File: config.mk
export PLATFORM = sky130hd
export DESIGN_NAME = sample_pacer_flat
export DESIGN_NICKNAME = d
export VERILOG_FILES = /design/src/rtl/fir_pkg.sv /design/src/rtl/sample_pacer_if.sv /design/src/rtl/sample_pacer_sync_fifo.sv /design/src/rtl/sample_pacer.sv /design/src/flat_wrapper.sv
export SDC_FILE = /design/constraint.sdc
export NUM_CORES = 1
export LEC_CHECK = 0
export ABC_AREA = 1
export CAP_MARGIN = 20
export CORE_MARGIN = 2
export CORE_UTILIZATION = 29
export DETAILED_ROUTE_END_ITERATION = 7
export PLACE_DENSITY = 0.45
export SYNTH_ARGS = -nofsm -noshare
export SYNTH_HDL_FRONTEND = slang
export SYNTH_HIERARCHICAL = 1
export SYNTH_SLANG_ARGS = --single-unit
File: constraint.sdc
create_clock -name clk -period 7.1 [get_ports clk]
set_input_delay 0.71 -clock clk [delete_from_list [all_inputs] [get_ports clk]]
set_output_delay 0.71 -clock clk [all_outputs]
set_load 0.05 [all_outputs]
File: src/rtl/fir_pkg.sv
// Shared constants and sample type for the FIR filter datapath and its feeders.
package fir_pkg;
  localparam int unsigned SAMPLE_WIDTH = 8;
  localparam int unsigned FIR_TAPS     = 30;
  localparam int unsigned MIN_SPACING  = FIR_TAPS + 3;

  typedef logic signed [SAMPLE_WIDTH-1:0] sample_t;
endpackage

File: src/rtl/sample_pacer_if.sv
// Upstream handshake plus paced sample strobe for the sample pacer.
interface sample_pacer_if
  import fir_pkg::*;
#(
  parameter int unsigned WIDTH = SAMPLE_WIDTH
);
  logic                    in_valid;
  logic signed [WIDTH-1:0] in_data;
  logic                    in_ready;
  logic                    sample_valid;
  logic signed [WIDTH-1:0] sample_data;

  modport master (output in_valid, in_data, input in_ready, sample_valid, sample_data);
  modport slave  (input in_valid, in_data, output in_ready, sample_valid, sample_data);
endinterface

File: src/rtl/sample_pacer_sync_fifo.sv
// Single-clock FIFO with registered read data; full/empty derived from the level count.
module sync_fifo #(
  parameter int unsigned WIDTH = 8,
  parameter int unsigned DEPTH = 16
) (
  input  logic                     clk,
  input  logic                     rst,
  input  logic                     push,
  input  logic                     pop,
  input  logic [WIDTH-1:0]         wdata,
  output logic [WIDTH-1:0]         rdata,
  output logic                     full,
  output logic                     empty,
  output logic [$clog2(DEPTH):0]   level
);
  localparam int unsigned AW = $clog2(DEPTH);

  logic [WIDTH-1:0] mem_q [DEPTH];
  logic [AW-1:0]    wr_ptr_q, wr_ptr_d;
  logic [AW-1:0]    rd_ptr_q, rd_ptr_d;
  logic [AW:0]      level_q, level_d;
  logic [WIDTH-1:0] rdata_q, rdata_d;
  logic             do_push, do_pop;

  always_comb begin
    full     = (level_q == (AW+1)'(DEPTH));
    empty    = (level_q == '0);
    do_push  = push && !full;
    do_pop   = pop && !empty;
    wr_ptr_d = wr_ptr_q;
    rd_ptr_d = rd_ptr_q;
    level_d  = level_q;
    rdata_d  = rdata_q;
    if (do_push) wr_ptr_d = wr_ptr_q + 1'b1;
    if (do_pop) begin
      rd_ptr_d = rd_ptr_q + 1'b1;
      rdata_d  = mem_q[rd_ptr_q];
    end
    if (do_push && !do_pop)      level_d = level_q + 1'b1;
    else if (do_pop && !do_push) level_d = level_q - 1'b1;
    level = level_q;
    rdata = rdata_q;
  end

  always_ff @(posedge clk) begin
    if (do_push) mem_q[wr_ptr_q] <= wdata;
  end

  always_ff @(posedge clk) begin
    if (rst) begin
      wr_ptr_q <= '0;
      rd_ptr_q <= '0;
      level_q  <= '0;
      rdata_q  <= '0;
    end else begin
      wr_ptr_q <= wr_ptr_d;
      rd_ptr_q <= rd_ptr_d;
      level_q  <= level_d;
      rdata_q  <= rdata_d;
    end
  end
endmodule

File: src/rtl/sample_pacer.sv
// Buffers bursty upstream samples and releases one per CLKS_PER_SAMPLE clocks,
// zero-filling (and counting) when the buffer runs dry at a tick.
module sample_pacer
  import fir_pkg::*;
#(
  parameter int unsigned WIDTH           = SAMPLE_WIDTH,
  parameter int unsigned DEPTH           = 16,
  parameter int unsigned CLKS_PER_SAMPLE = 40
) (
  input  logic                   clk,
  input  logic                   rst,
  input  logic                   enable,
  sample_pacer_if.slave          bus,
  output logic [$clog2(DEPTH):0] fill_level,
  output logic                   underrun,
  output logic [15:0]            underrun_count
);
  localparam int unsigned CW = $clog2(CLKS_PER_SAMPLE);
  localparam logic [CW-1:0] LAST_CNT = CW'(CLKS_PER_SAMPLE - 1);

  if (CLKS_PER_SAMPLE < MIN_SPACING) begin : g_bad_spacing
    $error("sample_pacer: CLKS_PER_SAMPLE below filter idle-to-idle spacing");
  end
  if (DEPTH < 2 || (DEPTH & (DEPTH - 1)) != 0) begin : g_bad_depth
    $error("sample_pacer: DEPTH must be a power of two and at least 2");
  end

  logic [CW-1:0]    cnt_q, cnt_d;
  logic             valid_q, valid_d;
  logic             underrun_q, underrun_d;
  logic             zero_sel_q, zero_sel_d;
  logic [15:0]      count_q, count_d;
  logic             tick, fifo_push, fifo_pop, fifo_full, fifo_empty;
  logic [WIDTH-1:0] fifo_rdata;
  logic [$clog2(DEPTH):0] fifo_level;

  sync_fifo #(
    .WIDTH (WIDTH),
    .DEPTH (DEPTH)
  ) u_fifo (
    .clk   (clk),
    .rst   (rst),
    .push  (fifo_push),
    .pop   (fifo_pop),
    .wdata (bus.in_data),
    .rdata (fifo_rdata),
    .full  (fifo_full),
    .empty (fifo_empty),
    .level (fifo_level)
  );

  // sample_data muxes the FIFO's held read register against zero, so the
  // last emitted value (popped or zero-filled) persists between strobes.
  always_comb begin
    tick       = enable && (cnt_q == LAST_CNT);
    cnt_d      = (!enable || tick) ? '0 : cnt_q + 1'b1;
    fifo_pop   = tick && !fifo_empty;
    fifo_push  = bus.in_valid && !fifo_full && !rst;
    valid_d    = tick;
    underrun_d = tick && fifo_empty;
    zero_sel_d = tick ? fifo_empty : zero_sel_q;
    count_d    = count_q;
    if (underrun_d && count_q != '1) count_d = count_q + 1'b1;

    bus.in_ready     = !fifo_full && !rst;
    bus.sample_valid = valid_q;
    bus.sample_data  = zero_sel_q ? '0 : fifo_rdata;
    fill_level       = fifo_level;
    underrun         = underrun_q;
    underrun_count   = count_q;
  end

  always_ff @(posedge clk) begin
    if (rst) begin
      cnt_q      <= '0;
      valid_q    <= 1'b0;
      underrun_q <= 1'b0;
      zero_sel_q <= 1'b0;
      count_q    <= '0;
    end else begin
      cnt_q      <= cnt_d;
      valid_q    <= valid_d;
      underrun_q <= underrun_d;
      zero_sel_q <= zero_sel_d;
      count_q    <= count_d;
    end
  end
endmodule

File: src/flat_wrapper.sv
// flat-port wrapper written by rule: the top's interface ports become plain ports
module sample_pacer_flat import fir_pkg::*;
#(
  parameter int unsigned WIDTH           = SAMPLE_WIDTH,
  parameter int unsigned DEPTH           = 16,
  parameter int unsigned CLKS_PER_SAMPLE = 40
)
  (clk, rst, enable, fill_level, underrun, underrun_count, bus_in_valid, bus_in_data, bus_in_ready, bus_sample_valid, bus_sample_data);
  sample_pacer_if #(.WIDTH(WIDTH)) bus_i ();
  input  logic clk;
  input  logic rst;
  input  logic enable;
  output logic [$clog2(DEPTH):0] fill_level;
  output logic underrun;
  output logic [15:0] underrun_count;
  input wire logic [$bits(bus_i.in_valid)-1:0] bus_in_valid;
  input wire logic [$bits(bus_i.in_data)-1:0] bus_in_data;
  output wire logic [$bits(bus_i.in_ready)-1:0] bus_in_ready;
  output wire logic [$bits(bus_i.sample_valid)-1:0] bus_sample_valid;
  output wire logic [$bits(bus_i.sample_data)-1:0] bus_sample_data;
  assign bus_i.in_valid = bus_in_valid;
  assign bus_i.in_data = bus_in_data;
  assign bus_in_ready = bus_i.in_ready;
  assign bus_sample_valid = bus_i.sample_valid;
  assign bus_sample_data = bus_i.sample_data;
  sample_pacer #(.WIDTH(WIDTH), .DEPTH(DEPTH), .CLKS_PER_SAMPLE(CLKS_PER_SAMPLE)) u_core (.clk(clk), .rst(rst), .enable(enable), .bus(bus_i), .fill_level(fill_level), .underrun(underrun), .underrun_count(underrun_count));
endmodule
==> metrics.txt <==
layout cells sized above 1 5.64%; clock slew at reported path FFs 0.07 ns; setup_tns 0 ns; critical path required time 6.39 ns; Sink Count 174; cells after synthesis 876; Net Count, Synth 900; Syn Area/Cell 9.03 µm²; first-pass GRT wire length 31,000 µm; port buffer count 43; clk_lat worst skew 0.43 ns; Root Buffer clkbuf_16; global placement routability congestion 0.776; Peak VDD IR 0.168 mV; H-tree Lvls 4; initial core utilization 29.4%; crit path kind primary input to output pin; Power Dens Cells 232 mW/mm²; total wire length 19,600 µm; Area growth syn-to-layout 16.2%; Lkg Pwr 3.67 nW; Vias/cell 4.42; Clock Path Buffers 2; Slew Viols, Final 0; mapped cell area 0.00791 mm²; Max stage delay on crit path 0.81 ns; overall die area 0.0286 mm²; relative slew slack 39.8%; # nets final 933; Setup crit end kind output pin; DP Wirelength 12,900 µm; row cnt 60; diode count 0; critical path startpoint category primary input; most common cell after layout, fill and taps aside nand2_1; post-synthesis register bit count 174; Hold Fails Final Rpt 0; vias 5,586; initial antenna violation count 0; Num CTS Buffers 17; yosys warns 6; worst slew pin tran 0.901 ns; total of max-cap violations 0; detailed-route DRC error count 0; Setup WS pre-CTS 3.77 ns; most frequent cells in the layout nand2_1 (269), edfxtp_1 (128), inv_1 (108); max frequency 333 MHz; CTS tree built; Worst Path Max Fanout 33; Final setup viols 0; Netlist cell types 33; post-CTS setup repair buffer count 0; Max Clock Skew 0.0163 ns; Final period util 42.3%; Hold Crit Class flip-flop to flip-flop; Crit path arrival time 2.29 ns; placeable core region 0.0269 mm²; RSZ-0062 raised after global routing no; grt total ovfl 0; Layout Utilization 34.2%; 1st-iter DRT viols 365; Critical-path top delay cell clkdlybuf4s50_1; num ports 44; Final WS setup 4.10 ns; final antenna-violating net count 0; number of global-route vias before repair 5,405; Final min period 3.00 ns; Seq/Total Area, Yosys 60.3%; Top cell by count, worst path clkdlybuf4s50_1; Post-CTS Hold Fix Bufs 0; largest net degree at the start of global routing 67; Hold WS 0.460 ns; WL/cell 15.6 µm; Critical Path, Cell by Cell clkdlybuf4s50_1 > buf_4 > nor2_1 > clkdlybuf4s50_1; CTS resizes 0; Die Width 169 µm; Die Span Y 169 µm; Total GRT Usage 14.4%; status finished clean; drt pass-1 iters 5
==> cell usage after synthesis, drive strengths merged <==
library cell  count  area [µm²]
nand3b            2        15.0
a21oi            16        80.1
clkbuf            7        26.3
a31oi             1        6.26
inv             115         432
fa                1        20.0
nand3           100         500
dfxtp            46         921
nor2             98         388
edfxtp          128        3840
o211ai            1        7.51
xor2              9        78.8
clkinv            4        15.0
or2               1        6.26
a211oi            3        22.5
nand4             8        50.1
nor3b             4        30.0
nor3              2        10.0
o21bai            1        7.51
o21ai            14        70.1
buf              27         164
xnor2             4        35.0
nand2           273        1040
ha               11         138
==> sequential cells by signal, summed over array words and instances (netlist names) <==
name                     cells
u_core/u_fifo/rdata          8
u_core/underrun_count       16
u_core/cnt_q                 6
u_core/bus.sample_valid      1
u_core/u_fifo/mem_q        128
u_core/u_fifo/rd_ptr_q       4
u_core/underrun              1
u_core/zero_sel_q            1
u_core/u_fifo/wr_ptr_q       4
u_core/u_fifo/level          5
==> routing by layer <==
metal / up-vias / GRT usage, % / wire length (µm)
met4: 0 / 4.46 / 301
met2: 86 / 24.2 / 9470
met1: 2603 / 19.0 / 9190
li1: 2882 / - / -
met3: 15 / 2.36 / 681
met5: - / 0 / 0
==> logic make-up (layout without fill, tap and decap cells) <==
family                   count (synthesis)  in the layout  synth area share [%]
AND/OR/NAND/NOR                        488            488                  25.8
adder cells (fa/ha/maj)                 12             12                  1.99
buffers and inverters                  153            199                  8.06
AO/OA/AOI/OAI                           36             36                  2.45
XOR/XNOR                                13             13                  1.44
flip-flops                             174            174                  60.3
==> path summary, 6_finish.rpt <==
path / from / end / slack, ns / cells past startpoint
setup / recovery: rst / bus_in_ready / 4.10 / 4
hold / removal: u_core/cnt_q[0]$_SDFF_PP0_ / u_core/cnt_q[0]$_SDFF_PP0_ / 0.46 / 1
setup reg to reg: u_core/u_fifo/level[1]$_SDFFE_PP0P_ / u_core/u_fifo/level[4]$_SDFFE_PP0P_ / 4.48 / 16
hold reg to reg: u_core/cnt_q[0]$_SDFF_PP0_ / u_core/cnt_q[0]$_SDFF_PP0_ / 0.46 / 1
==> area by class of cell <==
type	count	area (µm²)
clock buffers	19	433
clock inverters	13	145
fillers	2816	17700
inverters	119	447
multi-input cells	549	2500
flip-flops and latches	174	4770
well taps	341	427
repair buffers	48	468
==> power breakdown <==
| part | switching [mW] | internal (mW) |
|---|---|---|
| sequential | 0.00700 | 1.10 |
| combinational | 0.0686 | 0.0303 |
| clock | 0.430 | 0.500 |
| total | 0.506 | 1.63 |
==> stage by stage <==
step / area (µm²) / total power, mW / instances
final: 9190 / 2.14 / 1263
after detailed placement: 8610 / 1.23 / 1231
after global placement: 8610 / 1.23 / 1231
after CTS: 9190 / 2.17 / 1263
after global routing: 9190 / 2.22 / 1263
after floorplan: 7910 / 1.18 / 876
==> worst max-delay path: cells and delay by family <==
kind / cells / cell delay, ns
buffers and inverters: 3 / 1.45
AND/OR/NAND/NOR: 1 / 0.13
Note: power is estimated with default switching activity, not from simulation.
